## src/rtl/enc_input_conditioner.sv

```systemverilog
// enc_input_conditioner: synchronizes and debounces raw quadrature contacts into clean encoder levels,
// flagging each output update and any illegal step where both channels move together.
module enc_input_conditioner #(
    parameter int SYNC_STAGES     = 2,
    parameter int DEBOUNCE_CYCLES = 4
) (
    input  logic clk,
    input  logic rst_n,
    input  logic encRaw_X,
    input  logic encRaw_Y,
    input  logic errClear,
    output logic encInput_X,
    output logic encInput_Y,
    output logic encChange,
    output logic encError,
    output logic encReady
);
    localparam int CW = $clog2(DEBOUNCE_CYCLES + 1);
    localparam logic [CW-1:0] LAST = CW'(DEBOUNCE_CYCLES - 1);

    typedef enum logic {STARTUP, RUN} state_t;

    state_t state, state_nx;
    logic [SYNC_STAGES-1:0] sx, sy;
    logic [1:0] sync, pre, out, out_nx, upd;
    logic [CW-1:0] st_cnt, st_cnt_nx;
    logic [CW-1:0] cnt [2];
    logic [CW-1:0] cnt_nx [2];
    logic chg, chg_nx, err, err_nx, rdy, rdy_nx, lock;

    // index 0 is channel X, index 1 is channel Y
    assign sync = {sy[SYNC_STAGES-1], sx[SYNC_STAGES-1]};
    // startup compares the value about to enter the last stage with the one already there
    assign pre  = {sy[SYNC_STAGES-2], sx[SYNC_STAGES-2]};

    always_comb begin
        state_nx  = state;
        st_cnt_nx = st_cnt;
        out_nx    = out;
        rdy_nx    = rdy;
        chg_nx    = 1'b0;
        err_nx    = err & ~errClear;
        lock      = 1'b0;
        upd       = '0;
        cnt_nx    = cnt;
        if (state == STARTUP) begin
            lock      = (pre == sync) && (st_cnt == LAST);
            st_cnt_nx = (pre != sync || lock) ? '0 : st_cnt + CW'(1);
            out_nx    = lock ? pre : out;
            rdy_nx    = rdy | lock;
            state_nx  = lock ? RUN : STARTUP;
        end else begin
            for (int i = 0; i < 2; i++) begin
                upd[i]    = (sync[i] != out[i]) && (cnt[i] == LAST);
                cnt_nx[i] = (sync[i] == out[i] || upd[i]) ? '0 : cnt[i] + CW'(1);
                out_nx[i] = upd[i] ? sync[i] : out[i];
            end
            chg_nx = |upd;
            err_nx = (&upd) | (err & ~errClear);
        end
    end

    always_ff @(posedge clk or negedge rst_n) begin
        if (!rst_n) begin
            state  <= STARTUP;
            sx     <= '0;
            sy     <= '0;
            st_cnt <= '0;
            cnt[0] <= '0;
            cnt[1] <= '0;
            out    <= '0;
            chg    <= 1'b0;
            err    <= 1'b0;
            rdy    <= 1'b0;
        end else begin
            state  <= state_nx;
            sx     <= {sx[SYNC_STAGES-2:0], encRaw_X};
            sy     <= {sy[SYNC_STAGES-2:0], encRaw_Y};
            st_cnt <= st_cnt_nx;
            cnt[0] <= cnt_nx[0];
            cnt[1] <= cnt_nx[1];
            out    <= out_nx;
            chg    <= chg_nx;
            err    <= err_nx;
            rdy    <= rdy_nx;
        end
    end

    assign encInput_X = out[0];
    assign encInput_Y = out[1];
    assign encChange  = chg;
    assign encError   = err;
    assign encReady   = rdy;
endmodule

```

## config.mk

```make
export PLATFORM = sky130hd
export DESIGN_NAME = enc_input_conditioner
export DESIGN_NICKNAME = d
export VERILOG_FILES = /design/src/rtl/enc_input_conditioner.sv
export SDC_FILE = /design/constraint.sdc
export NUM_CORES = 1
export LEC_CHECK = 0
export CORE_UTILIZATION = 50
export DETAILED_ROUTE_END_ITERATION = 12
export GPL_TIMING_DRIVEN = 0
export PLACE_DENSITY = 0.72
export SLEW_MARGIN = 20
export SYNTH_ARGS = -nofsm -noshare
export SYNTH_HDL_FRONTEND = slang
export SYNTH_SLANG_ARGS = --single-unit
```

## constraint.sdc

```tcl
create_clock -name clk -period 3.4 [get_ports clk]
set_input_delay 0.68 -clock clk [delete_from_list [all_inputs] [get_ports clk]]
set_output_delay 0.68 -clock clk [all_outputs]
set_load 0.1 [all_outputs]
```

# Word level (Yosys, flattened, before mapping)

Cells that the tools add are included.

Output and inout bits: 5
Input port bits: 5
Word-level logic and storage cells: 51
Flip-flop bits (word level): 19

Equal/unequal tests: 11
Bitwise gates (word level): 4
Reduce and logical (&&, ||, !) cells: 11
Muxes and demuxes: 11
Add/sub/neg operators: 3

Operator list:

| cell                | number |
|---|---|
| $add 3x1->3 const B | 3 |
| $eq 3x2->1 const B  | 3 |
| $mux 3              | 3 |
| $mux 1              | 6 |
| $reduce_and 2->1    | 3 |
| $mux 2              | 2 |
| $ne 2x1->1 const B  | 2 |
| $logic_and 1x1->1   | 3 |
| $logic_or 1x1->1    | 3 |
| $eq 1x1->1          | 2 |
| $eq 2x2->1          | 1 |
| $ne 1x1->1          | 2 |
| $ne 2x2->1          | 1 |
| $or 1x1->1          | 2 |
| $reduce_bool 2->1   | 1 |
| $reduce_or 2->1     | 1 |
| $and 1x1->1         | 1 |
| $not 1->1           | 1 |

# Longest topological paths before layout

Word-level depth: 5
Gate-level depth with buffers: 5
Mapped depth without buffers: 5

# Worst setup path before layout

OpenSTA, ideal clock, no wires.

Path type: register -> register
Start: register out[0]
End: register out[0]
Buffers on the path: 0
Setup time: 0.128 ns
Arrival: 1.663 ns
Clock period less this slack: 1.792 ns
Data required time: 3.272 ns
Setup slack: 1.608 ns
Cell stages (with the launch flop): 4
Cells stage by stage: dfrtp_1 -> xor2_1 -> a32oi_1 -> mux2_1

Word-level cells in the longest chain between the ends: 4

RTL lines:

| element                    | line | source |
|---|---|---|
| start: declaration         | 25   | `logic [1:0] sync, pre, out, out_nx, upd;` |
| start signal: assignment   | 82   | `out <= out_nx;` |
| $ne 1x1->1                 | 54   | `upd[i] = (sync[i] != out[i]) && (cnt[i] == LAST);` |
| $logic_and 1x1->1          | 54   |  |
| $ne 2x1->1 (no line)       | n/a  |  |
| $reduce_and 2->1 (no line) | n/a  |  |

No other way between the ends.
A chain may end at the register's enable or synchronous reset.

# Worst setup path after layout

Start: register out[1]
End: output port encInput_Y

RTL lines:

| element          | line | source |
|---|---|---|
| end: declaration | 13   | `output logic encInput_Y,` |

No word-level cell between the ends.

==> results.yml <==
critical_path:
  cp_slowest_cell: "clkdlybuf4s50_1"
  critPathLaunchType: "flop"
  critPathKind: "reg2out"
  worst_ep_required_time_ps: 2720
  cp.arrival_ps: 1910
  crit_cells: 1
  slowest_delay_ps: 1170
  r2r_cells: 5
  endpoint_kind: "output port"
  cp_num_buf_inv: 1
  crit_chain: "clkdlybuf4s50_1"
  timing.critical_path.fanout_max: 6
  cp_top_family: "buffers and inverters"
die:
  die_h_um: 44.27
  coreArea_mm2: 0.001594
  start_util: 0.5604
  die_area_mm2: 0.001960
  row_count: 14
  boundaryPins: 10
  dieWidth_um: 44.27
finish:
  syn_to_final_growth_pct: 16.39
  drive_gt1_frac: 0.1087
  antennaDiodeCount: 0
  post-route-util: 0.6523
  num-nets-final: 104
global_routing:
  grt_pass1_wl_um: 2442
  overflow: 0
  grt_use_total: 0.1820
  grt_max_degree: 20
  antenna_found_initial: 0
  grt_pass1_vias: 561
route:
  first_iter_violations: 8
  dr.pass1.iters: 8
  remaining_drc_errors: 1
  ant_nets: 0
  vias_per_cell: 5.216
  wirelength_um: 1400
  routedWlPerCell_um: 12.07
  vias: 605
pwr:
  power.density_mw_per_mm2: 666.9
  peakVddDrop_mv: 0.5155
  p_total_w: 0.0006934
  p_leak_nw: 0.4685
flow_run:
  maxCapViolations: 0
sta:
  min_period_ps: 2590
  setup_viol: 0
  final_hold_viol_count: 0
  rsz0062_at_grt: "no"
  relSlewSlack: 0.3556
  whs_ps: 456.9
  fmax_ghz: 0.3861
  fin_crit_sh: 0.7617
  clock_skew_ps: 7.148
  maxSlewViolCount: 0
  worst_pin_slew_ps: 963.6
  tns_ps: 0
clock_tree:
  cts_resized: 0
  cts_max_path_buffers: 2
  clk_pin_slew_ps: 100
  clk_latency_ps: 290
  cts_tree: "yes"
  numClockSinks: 19
  cts_max_level: 1
  hold_buffers: 0
  cts_root_buffer: "clkbuf_4"
  cts_buffers: 3
  post-cts-setup-buffer-count: 0
synthesis:
  yosysTopAreaCell: "dfrtp_1"
  synth_fp_nets: 90
  syn_area_um2: 893.4
  synth_top_area_share: 0.5322
  synthCells: 79
  synth_edf_count: 0
  synth-main-ff-cell: "dfrtp_1"
  synth.distinct_cells: 27
  yosysSeqAreaShare: 0.5322
  synth_seq_cells: 19
  ys_warn_count: 0
  avgSynthCellArea_um2: 11.31
  synthArstFlopShare: 1.000
  synth.area.top_cells: "dfrtp_1 53%, ha_1 8.4%, nand2b_1 4.9%"
placed_design:
  dp.final_hpwl_um: 1044
  place_congestion: 0.6910
  io_buffers: 9
min_path:
  holdPathStages: 0
  worstHoldPathType: "reg2reg"
outcome:
  status: "finished, violations left"
  violations: "design-rule violations"
## power breakdown
part | leakage [nW] | internal, W | total [W] | switching (W)
sequential | 0.250 | 0.000271 | 0.000301 | 0.0000300
clock | 0.0150 | 0.0000456 | 0.000106 | 0.0000605
combinational | 0.203 | 0.0000931 | 0.000286 | 0.000193
total | 0.468 | 0.000410 | 0.000693 | 0.000284
## worst paths after layout
path	start	endpoint	slack, ps
min	sy[0]$_DFF_PN0_	sy[1]$_DFF_PN0_	460
min reg2reg	sy[0]$_DFF_PN0_	sy[1]$_DFF_PN0_	460
min in group asynchronous	rst_n	encChange$_DFF_PN0_	850
max reg2reg	st_cnt[0]$_DFFE_PN0N_	out[0]$_DFFE_PN0P_	1750
max in group asynchronous	rst_n	sx[1]$_DFF_PN0_	2040
max	out[1]$_DFFE_PN0P_	encInput_Y	810
## flip-flops by register name (all words and copies together), names as in the netlist
signal     flops
st_cnt         3
sx             2
state          1
sy             2
out            2
encReady       1
cnt            6
encError       1
encChange      1
## metrics by stage
step | worst slack, ps | std cells | area, µm²
floorplan | 1608 | 79 | 893.4
global placement | 1131 | 112 | 1013
detailed placement | 1138 | 112 | 1013
CTS | 785.0 | 116 | 1040
global route | 737.8 | 116 | 1040
finish | 810.1 | 116 | 1040
## layer usage
metal	wire length, µm	vias up	global-route usage
li1	-	301	-
met1	644	291	0.2249
met2	676	11	0.2912
met3	60	2	0.06531
met4	18	0	0.07273
met5	0	-	0
## cell type report
class | instances | area [µm²]
Sequential cell | 19 | 475.5
Inverter | 5 | 18.77
Fill cell | 129 | 554.3
Buffer | 2 | 10.01
Multi-Input combinational cell | 53 | 389.1
Tap cell | 24 | 30.03
Clock buffer | 4 | 26.28
Timing Repair Buffer | 9 | 90.09
## kinds of logic (layout without fill, tap and decap cells)
logic type                 count (synthesis)  in the layout  share of synthesized area
DFF                                       19             19                     0.5322
adders and majority gates                  6              6                    0.08403
buffers and inverters                      7             20                    0.03220
and+or+nand+nor                           23             23                     0.1317
muxes                                      2              2                    0.02521
xor gates and xnor gates                   4              4                    0.04763
AOI/OAI and AO/OA                         18             18                     0.1471
## cells in the mapped netlist, types with 2 or more instances
library cell / n
nand3_1: 2
ha_1: 6
nor2_1: 3
o22ai_1: 5
o2bb2ai_1: 2
nand2_1: 8
nand2b_1: 7
xor2_1: 2
o21ai_0: 4
dfrtp_1: 19
inv_1: 5
## layout by cell type, fill, tap and decap left out, drive strengths merged
master / count
a32oi: 1
o2bb2ai: 2
clkdlybuf4s50: 9
a211oi: 2
a32o: 1
o22ai: 5
nor2b: 1
xor2: 2
clkbuf: 5
o21ai: 4
and2: 2
buf: 1
nand3: 2
a21o: 1
dfrtp: 19
inv: 5
nand2b: 7
ha: 6
a31o: 1
xnor2: 2
mux2: 2
nand2: 8
nor2: 3
a21boi: 1
(Power assumes the default switching activity.)
